$ cat config.mk
export PLATFORM = sky130hd
export DESIGN_NAME = iigs_memctl_flat
export DESIGN_NICKNAME = d
export VERILOG_FILES = /design/src/rtl/iigs_memctl_if.sv /design/src/rtl/iigs_memctl.sv /design/src/flat_wrapper.sv
export SDC_FILE = /design/constraint.sdc
export NUM_CORES = 1
export LEC_CHECK = 0
export CORE_UTILIZATION = 39
export DETAILED_ROUTE_END_ITERATION = 8
export PLACE_DENSITY = 0.87
export SKIP_CTS_REPAIR_TIMING = 1
export SLEW_MARGIN = 20
export SYNTH_ARGS = -nofsm -noshare
export SYNTH_HDL_FRONTEND = slang
export SYNTH_SLANG_ARGS = --single-unit
$ cat constraint.sdc
create_clock -name clk_sys -period 2 [get_ports clk_sys]
set_input_delay 0.4 -clock clk_sys [delete_from_list [all_inputs] [get_ports clk_sys]]
set_output_delay 0.4 -clock clk_sys [all_outputs]
set_load 0.02 [all_outputs]
$ cat src/rtl/iigs_memctl_if.sv
// CPU-side request/response bundle of the IIgs memory controller.
// The CPU side drives a request and waits for the one-cycle cpu_ready pulse.
interface iigs_memctl_if;
    logic [7:0]  cpu_bank;
    logic [15:0] cpu_addr;
    logic [7:0]  cpu_wdata;
    logic        cpu_we;
    logic        cpu_valid;
    logic        cpu_ready;
    logic [7:0]  cpu_rdata;

    modport master (
        output cpu_bank, cpu_addr, cpu_wdata, cpu_we, cpu_valid,
        input  cpu_ready, cpu_rdata
    );

    modport slave (
        input  cpu_bank, cpu_addr, cpu_wdata, cpu_we, cpu_valid,
        output cpu_ready, cpu_rdata
    );
endinterface

$ cat src/rtl/iigs_memctl.sv
// IIgs memory controller: decodes a CPU access to fast RAM, slow (E0/E1) RAM,
// ROM or slot space, sequences the strobes and mirrors video writes to slow RAM.
module iigs_memctl #(
    parameter int RAMSIZE   = 16,
    parameter int SLOW_DIV  = 2,
    parameter int SHADOW_EN = 1
) (
    input  logic        clk_sys,
    input  logic        reset_n,
    iigs_memctl_if.slave cpu,
    input  logic [7:0]  SLTROMSEL,
    input  logic [7:0]  SHADOW,
    output logic        fast_ce,
    output logic        fast_we,
    output logic [22:0] fast_addr,
    input  logic [7:0]  fast_q,
    output logic        slow_ce,
    output logic        slow_we,
    output logic [16:0] slow_addr,
    input  logic [7:0]  slow_q,
    output logic        rom1_ce,
    output logic        rom2_ce,
    output logic [15:0] rom_addr,
    input  logic [7:0]  rom1_q,
    input  logic [7:0]  rom2_q,
    output logic        slot_ce,
    input  logic [7:0]  slot_q,
    output logic [7:0]  mem_wdata
);

    typedef enum logic [2:0] {ST_IDLE, ST_FAST, ST_SLOW, ST_SHADOW, ST_DONE} state_t;
    typedef enum logic [2:0] {TG_NONE, TG_ROM1, TG_ROM2, TG_SLOT, TG_FAST, TG_SLOW} target_t;

    localparam logic [7:0] RAM_BANKS = 8'(RAMSIZE);
    localparam logic [3:0] SLOW_LAST = 4'(SLOW_DIV - 1);

    function automatic target_t decode(input logic [7:0] bank, input logic [15:0] addr,
                                       input logic [7:0] sltromsel);
        target_t t;
        if (bank == 8'hFE) begin
            t = TG_ROM1;
        end else if (bank == 8'hFF) begin
            t = TG_ROM2;
        end else if (bank == 8'h00 && addr >= 16'hC100 && addr <= 16'hC7FF && sltromsel[addr[10:8]]) begin
            t = TG_SLOT;
        end else if (bank == 8'h00 && addr >= 16'hC100) begin
            t = TG_ROM2;
        end else if (bank < RAM_BANKS) begin
            t = TG_FAST;
        end else if (bank == 8'hE0 || bank == 8'hE1) begin
            t = TG_SLOW;
        end else begin
            t = TG_NONE;
        end
        return t;
    endfunction

    // Text/hires/super-hires pages of banks 00/01 get mirrored into E0/E1.
    function automatic logic shadow_needed(input logic [7:0] bank, input logic [15:0] addr,
                                           input logic we, input target_t tgt,
                                           input logic [3:0] inhibit);
        logic hit;
        hit = ((addr >= 16'h0400 && addr <= 16'h07FF) && !inhibit[0]) ||
              ((addr >= 16'h2000 && addr <= 16'h3FFF) && !inhibit[1]) ||
              ((addr >= 16'h4000 && addr <= 16'h5FFF) && !inhibit[2]) ||
              ((bank == 8'h01) && (addr >= 16'h2000 && addr <= 16'h9FFF) && !inhibit[3]);
        return (SHADOW_EN != 0) && we && (tgt == TG_FAST) &&
               (bank == 8'h00 || bank == 8'h01) && hit;
    endfunction

    state_t      state_r, state_next_s;
    target_t     target_r, target_s;
    logic [3:0]  cnt_r, cnt_next_s;
    logic [6:0]  bank_r;
    logic [15:0] addr_r;
    logic [7:0]  wdata_r;
    logic        we_r, we_s;
    logic        shadow_r, shadow_s;
    logic        accept_s;
    logic        fast_ce_r, fast_we_r, slow_ce_r, slow_we_r;
    logic        rom1_ce_r, rom2_ce_r, slot_ce_r;
    logic        fast_ce_s, fast_we_s, slow_ce_s, slow_we_s;
    logic        rom1_ce_s, rom2_ce_s, slot_ce_s;
    logic        ready_r;
    logic [7:0]  rdata_r, sel_q_s, rdata_next_s;
    logic        finish_s;
    logic        unused_s;

    assign unused_s = &{1'b0, SHADOW[7:4]};

    // Next-state logic; in IDLE the decode is taken from the live request.
    always_comb begin
        state_next_s = state_r;
        cnt_next_s   = cnt_r;
        target_s     = target_r;
        we_s         = we_r;
        shadow_s     = shadow_r;
        accept_s     = 1'b0;
        case (state_r)
            ST_IDLE: begin
                if (cpu.cpu_valid) begin
                    accept_s = 1'b1;
                    target_s = decode(cpu.cpu_bank, cpu.cpu_addr, SLTROMSEL);
                    we_s     = cpu.cpu_we;
                    shadow_s = shadow_needed(cpu.cpu_bank, cpu.cpu_addr, cpu.cpu_we,
                                             target_s, SHADOW[3:0]);
                    if (target_s == TG_SLOW) begin
                        state_next_s = ST_SLOW;
                        cnt_next_s   = SLOW_LAST;
                    end else begin
                        state_next_s = ST_FAST;
                    end
                end else begin
                    state_next_s = ST_IDLE;
                end
            end
            ST_FAST: begin
                if (shadow_r) begin
                    state_next_s = ST_SHADOW;
                    cnt_next_s   = SLOW_LAST;
                end else begin
                    state_next_s = ST_DONE;
                end
            end
            ST_SLOW, ST_SHADOW: begin
                if (cnt_r == 4'd0) begin
                    state_next_s = ST_DONE;
                end else begin
                    cnt_next_s = cnt_r - 4'd1;
                end
            end
            ST_DONE: begin
                state_next_s = ST_IDLE;
            end
            default: begin
                state_next_s = ST_IDLE;
                cnt_next_s   = 4'd0;
            end
        endcase
    end

    // Strobes for the coming cycle, registered so the outputs are glitch-free.
    always_comb begin
        fast_ce_s = 1'b0;
        fast_we_s = 1'b0;
        slow_ce_s = 1'b0;
        slow_we_s = 1'b0;
        rom1_ce_s = 1'b0;
        rom2_ce_s = 1'b0;
        slot_ce_s = 1'b0;
        case (state_next_s)
            ST_FAST: begin
                case (target_s)
                    TG_FAST: begin
                        fast_ce_s = 1'b1;
                        fast_we_s = we_s;
                    end
                    TG_ROM1: rom1_ce_s = 1'b1;
                    TG_ROM2: rom2_ce_s = 1'b1;
                    TG_SLOT: slot_ce_s = 1'b1;
                    default: fast_ce_s = 1'b0;
                endcase
            end
            ST_SLOW: begin
                slow_ce_s = 1'b1;
                slow_we_s = we_s;
            end
            ST_SHADOW: begin
                slow_ce_s = 1'b1;
                slow_we_s = 1'b1;
            end
            default: slow_ce_s = 1'b0;
        endcase
    end

    // Read-data mux; writes and unmapped reads return FF.
    always_comb begin
        case (target_r)
            TG_FAST: sel_q_s = fast_q;
            TG_SLOW: sel_q_s = slow_q;
            TG_ROM1: sel_q_s = rom1_q;
            TG_ROM2: sel_q_s = rom2_q;
            TG_SLOT: sel_q_s = slot_q;
            default: sel_q_s = 8'hFF;
        endcase
        if (we_r) begin
            rdata_next_s = 8'hFF;
        end else begin
            rdata_next_s = sel_q_s;
        end
        finish_s = (state_r != ST_DONE) && (state_next_s == ST_DONE);
    end

    // Control state, strobes and response registers.
    always_ff @(posedge clk_sys) begin
        if (!reset_n) begin
            state_r   <= ST_IDLE;
            cnt_r     <= 4'd0;
            fast_ce_r <= 1'b0;
            fast_we_r <= 1'b0;
            slow_ce_r <= 1'b0;
            slow_we_r <= 1'b0;
            rom1_ce_r <= 1'b0;
            rom2_ce_r <= 1'b0;
            slot_ce_r <= 1'b0;
            ready_r   <= 1'b0;
            rdata_r   <= 8'hFF;
        end else begin
            state_r   <= state_next_s;
            cnt_r     <= cnt_next_s;
            fast_ce_r <= fast_ce_s;
            fast_we_r <= fast_we_s;
            slow_ce_r <= slow_ce_s;
            slow_we_r <= slow_we_s;
            rom1_ce_r <= rom1_ce_s;
            rom2_ce_r <= rom2_ce_s;
            slot_ce_r <= slot_ce_s;
            ready_r   <= (state_next_s == ST_DONE);
            if (finish_s) begin
                rdata_r <= rdata_next_s;
            end
        end
    end

    // Request latch: later changes of SLTROMSEL/SHADOW cannot touch this access.
    always_ff @(posedge clk_sys) begin
        if (!reset_n) begin
            target_r <= TG_NONE;
            bank_r   <= 7'd0;
            addr_r   <= 16'd0;
            wdata_r  <= 8'd0;
            we_r     <= 1'b0;
            shadow_r <= 1'b0;
        end else if (accept_s) begin
            target_r <= target_s;
            bank_r   <= cpu.cpu_bank[6:0];
            addr_r   <= cpu.cpu_addr;
            wdata_r  <= cpu.cpu_wdata;
            we_r     <= we_s;
            shadow_r <= shadow_s;
        end
    end

    assign fast_ce       = fast_ce_r;
    assign fast_we       = fast_we_r;
    assign fast_addr     = {bank_r, addr_r};
    assign slow_ce       = slow_ce_r;
    assign slow_we       = slow_we_r;
    assign slow_addr     = {bank_r[0], addr_r};
    assign rom1_ce       = rom1_ce_r;
    assign rom2_ce       = rom2_ce_r;
    assign slot_ce       = slot_ce_r;
    assign rom_addr      = addr_r;
    assign mem_wdata     = wdata_r;
    assign cpu.cpu_ready = ready_r;
    assign cpu.cpu_rdata = rdata_r;

endmodule
$ cat src/flat_wrapper.sv
// flat-port wrapper written by rule: the top's interface ports become plain ports
module iigs_memctl_flat 
#(
    parameter int RAMSIZE   = 16,
    parameter int SLOW_DIV  = 2,
    parameter int SHADOW_EN = 1
)
  (clk_sys, reset_n, SLTROMSEL, SHADOW, fast_ce, fast_we, fast_addr, fast_q, slow_ce, slow_we, slow_addr, slow_q, rom1_ce, rom2_ce, rom_addr, rom1_q, rom2_q, slot_ce, slot_q, mem_wdata, cpu_cpu_bank, cpu_cpu_addr, cpu_cpu_wdata, cpu_cpu_we, cpu_cpu_valid, cpu_cpu_ready, cpu_cpu_rdata);
  iigs_memctl_if cpu_i ();
  input  logic clk_sys;
  input  logic reset_n;
  input  logic [7:0] SLTROMSEL;
  input  logic [7:0] SHADOW;
  output logic fast_ce;
  output logic fast_we;
  output logic [22:0] fast_addr;
  input  logic [7:0] fast_q;
  output logic slow_ce;
  output logic slow_we;
  output logic [16:0] slow_addr;
  input  logic [7:0] slow_q;
  output logic rom1_ce;
  output logic rom2_ce;
  output logic [15:0] rom_addr;
  input  logic [7:0] rom1_q;
  input  logic [7:0] rom2_q;
  output logic slot_ce;
  input  logic [7:0] slot_q;
  output logic [7:0] mem_wdata;
  input wire logic [$bits(cpu_i.cpu_bank)-1:0] cpu_cpu_bank;
  input wire logic [$bits(cpu_i.cpu_addr)-1:0] cpu_cpu_addr;
  input wire logic [$bits(cpu_i.cpu_wdata)-1:0] cpu_cpu_wdata;
  input wire logic [$bits(cpu_i.cpu_we)-1:0] cpu_cpu_we;
  input wire logic [$bits(cpu_i.cpu_valid)-1:0] cpu_cpu_valid;
  output wire logic [$bits(cpu_i.cpu_ready)-1:0] cpu_cpu_ready;
  output wire logic [$bits(cpu_i.cpu_rdata)-1:0] cpu_cpu_rdata;
  assign cpu_i.cpu_bank = cpu_cpu_bank;
  assign cpu_i.cpu_addr = cpu_cpu_addr;
  assign cpu_i.cpu_wdata = cpu_cpu_wdata;
  assign cpu_i.cpu_we = cpu_cpu_we;
  assign cpu_i.cpu_valid = cpu_cpu_valid;
  assign cpu_cpu_ready = cpu_i.cpu_ready;
  assign cpu_cpu_rdata = cpu_i.cpu_rdata;
  iigs_memctl #(.RAMSIZE(RAMSIZE), .SLOW_DIV(SLOW_DIV), .SHADOW_EN(SHADOW_EN)) u_core (.clk_sys(clk_sys), .reset_n(reset_n), .cpu(cpu_i), .SLTROMSEL(SLTROMSEL), .SHADOW(SHADOW), .fast_ce(fast_ce), .fast_we(fast_we), .fast_addr(fast_addr), .fast_q(fast_q), .slow_ce(slow_ce), .slow_we(slow_we), .slow_addr(slow_addr), .slow_q(slow_q), .rom1_ce(rom1_ce), .rom2_ce(rom2_ce), .rom_addr(rom_addr), .rom1_q(rom1_q), .rom2_q(rom2_q), .slot_ce(slot_ce), .slot_q(slot_q), .mem_wdata(mem_wdata));
endmodule
==> impl_metrics.csv <==
group,metric,value,unit
place,hpwlAfterDp,7490,um
logic_synthesis,synth.top_cells.by_area,"sky130_fd_sc_hd__dfxtp_1 (38%), sky130_fd_sc_hd__nand2_1 (9.0%), sky130_fd_sc_hd__a21boi_0 (8.3%), sky130_fd_sc_hd__buf_4 (8.1%), sky130_fd_sc_hd__mux2i_1 (2.6%)",
logic_synthesis,syn_inst,367,
logic_synthesis,synth_async_sr_flop_share,0,
sta,period_share,0.983,
pwr,power_leakage,0.00197,uW
sta,final-max-slew-violation-count,0,
worst_setup_path,timing.rr.end,"u_core.rom2_ce",
worst_setup_path,crit_path_dat,2.20,ns
worst_hold_path,hp-class,"input port to register",
clock_network,ctsHtreeMaxLevel,3,
sta,tightestPinTransition,0.407,ns
sta,timing.final.hold_violations,0,
place,place_inst,625,
floorplan,dieArea,8230,um^2
worst_hold_path,hold_path_depth,3,
worst_setup_path,critical_path_class,"register to register",
routing,detailedRoute.firstIterationViolations,92,
clock_network,cts_inserted_buffers,9,
logic_synthesis,synth_seq_area_share,0.385,
sta,timing.final.crit_period,1.97,ns
clock_network,cts_root_buf,"sky130_fd_sc_hd__clkbuf_8",
worst_setup_path,critical_path.startpoint_type,"register",
worst_hold_path,hold_path_end,"u_core.bank_r[3]",
place,gp_congestion,0.858,
final_layout,layout.cells.non_filler,642,
worst_setup_path,worst-r2r-cell-count,5,
logic_synthesis,synth.distinct_cells,50,
floorplan,rows,31,
worst_setup_path,worstPathRequired,2.23,ns
routing,viasPerCell,5.08,
final_layout,design_area,5200,um^2
global_route,gr-usage-all-layers,0.230,
global_route,wire_length_of_the_first_global_routing_pass,15100,um
sta,slew_headroom,0.722,
sta,skew,0.00917,ns
logic_synthesis,synth-edff-count,0,
pwr,irDropWorstVdd,0.504,mV
routing,first_pass_iters,4,
pwr,cellPowerDensity,599,nW/um^2
floorplan,boundaryPins,172,
routing,total_routed_length,9840,um
clock_network,clock_sink_count,59,
global_route,grt_start_max_net_pins,30,
worst_setup_path,rrSetupSlack,0.03,ns
final_layout,design.final.nets,633,
clock_network,cts.clk_slew.worst_paths,0.07,ns
run,maxCapViolCount,0,
sta,timing.final.setup_violations,0,
logic_synthesis,synth.ff_latch_count,59,
worst_setup_path,setup.worst_path.end_class,"register",
routing,drc,0,
logic_synthesis,synth_area_per_cell,8.37,um^2
worst_setup_path,timing.rr.start,"u_core.state_r[1]",
clock_network,cts_buffer_depth,2,
status,run_status,"complete, no violations",
floorplan,floorplan.die.height,90.7,um
clock_network,insertion_delay,0.33,ns
routing,avgRoutedWirePerCell,15.3,um
final_layout,antenna_cells,0,
routing,routed-via-count,3262,
floorplan,design.core.area,7450,um^2
floorplan,die_x,90.7,um
final_layout,layout_common_cells,"sky130_fd_sc_hd__clkdlybuf4s50_1 (162), sky130_fd_sc_hd__nand2_1 (74), sky130_fd_sc_hd__dfxtp_1 (57), sky130_fd_sc_hd__buf_4 (46), sky130_fd_sc_hd__a21boi_0 (34)",
logic_synthesis,synth_flop_cell,"sky130_fd_sc_hd__dfxtp_1",
pwr,p_total,3120,uW
global_route,first_global_vias,3284,
global_route,grt_overflow,0,
floorplan,starting_density,0.412,
clock_network,clock_tree_from_tritoncts,"yes",
routing,ant_nets,0,
sta,setup_repair_after_global_routing_missed_its_margin,"true",
global_route,antenna_found_initial,0,
place,area_of_placed_instances,4880,um^2
final_layout,final_common_cell,"sky130_fd_sc_hd__clkdlybuf4s50_1",
final_layout,area.growth.synth_to_final,69.2,%
logic_synthesis,synth.cell_area,3070,um^2
final_layout,post-route-util,0.698,
worst_setup_path,worstPathMaxFanout,5,
final_layout,layout-drive-gt1-share,0.171,
logic_synthesis,synthDominantAreaCellType,"sky130_fd_sc_hd__dfxtp_1",
sta,maximum_achievable_frequency,0.509,GHz
logic_synthesis,synth_top_area_frac,0.385,
place,port-buffer-count,167,
worst_hold_path,hold_path_startpoint,"cpu_cpu_bank[3]",
logic_synthesis,post_synth_net_total,461,
sta,tns,0,ns
logic_synthesis,ys_warn_count,0,
## logic make-up (layout without fill, tap and decap cells)
kind of cell,Yosys count,in the layout,share of synthesized area
adders and majority gates,2,2,0.00815
AOI/OAI and AO/OA,90,90,0.202
muxes,13,13,0.0517
DFF,59,59,0.385
buffers and inverters,61,237,0.117
and+or+nand+nor,142,142,0.237
## final cells by class
class / instances / area (um^2)
fillers: 584 / 2250
clock buffers: 11 / 151
clock inverters: 4 / 50.0
flip-flops and latches: 59 / 1180
well taps: 99 / 124
multi-input cells: 247 / 1620
inverters: 9 / 33.8
repair buffers: 213 / 2030
## worst max-delay path, stage by stage, from the launching register on
cell and delay [ns]:
sky130_fd_sc_hd__dfxtp_1 0.34, sky130_fd_sc_hd__or4b_4 0.60, sky130_fd_sc_hd__a21oi_2 0.14, sky130_fd_sc_hd__nand2b_4 0.14, sky130_fd_sc_hd__nand4b_1 0.28, sky130_fd_sc_hd__nor4bb_2 0.37
## flip-flops by register name (all words and copies together), names as in the netlist
name                  flops
u_core.slot_ce            1
u_core.slow_we            1
u_core.rom1_ce            1
u_core.cnt_r              4
u_core.fast_we            1
u_core.mem_wdata          8
u_core.shadow_r           1
u_core.we_r               1
u_core.bank_r             7
u_core.slow_ce            1
u_core.rom2_ce            1
u_core.cpu.cpu_rdata      8
u_core.rom_addr          16
u_core.state_r            3
u_core.target_r           3
u_core.cpu.cpu_ready      1
u_core.fast_ce            1
## how the worst max path moves through the flow
stage | startpoint | to | slack, ns | depth (start not counted)
after global placement | cpu_cpu_addr[9] | u_core.rom1_ce | -0.37 | 6
after global routing | u_core.state_r[1] | u_core.rom2_ce | -0.07 | 5
after CTS | cpu_cpu_addr[9] | u_core.fast_we | -0.12 | 6
after detailed placement | cpu_cpu_addr[9] | u_core.rom1_ce | -0.49 | 6
final | u_core.state_r[1] | u_core.rom2_ce | 0.03 | 5
after floorplan | u_core.state_r[1] | u_core.rom1_ce | 0.18 | 6
## per-stage QoR
step	worst slack [ns]	hold slack (ns)
finish	0.0338	0.403
global route	-0.0748	0.407
CTS	-0.119	0.468
detailed placement	-0.485	0.459
global placement	-0.371	0.450
floorplan	0.178	0.468
## cells in the mapped netlist (all sizes together) (2+ instances only)
master / number
nand2: 74
a2111oi: 4
clkbuf: 17
nor4bb: 2
a221oi: 3
a21oi: 11
nand4b: 2
a21boi: 34
inv: 9
mux2i: 8
nand3b: 2
nor2: 15
nor3: 3
nor4b: 3
dfxtp: 59
o22ai: 12
nor4: 3
mux4: 2
and2: 2
nor3b: 2
mux2: 3
nor2b: 9
and3: 4
or2: 2
o21ai: 14
nand2b: 6
buf: 35
nand4: 5
o221ai: 3
or3: 2
or4b: 2
ha: 2
## routing by layer
metal	vias up	global-route usage	part of all wire
met3	19	0.0572	0.074
met2	146	0.427	0.50
met5	-	0	0
met1	1497	0.242	0.40
met4	0	0.105	0.021
li1	1600	-	-
## power breakdown
group	internal (uW)	leakage, uW	switching [uW]
sequential	1220	0.000482	39.5
clock	634	0.0000974	453
combinational	427	0.00139	338
No activity file was read; power rests on OpenSTA's default activity.
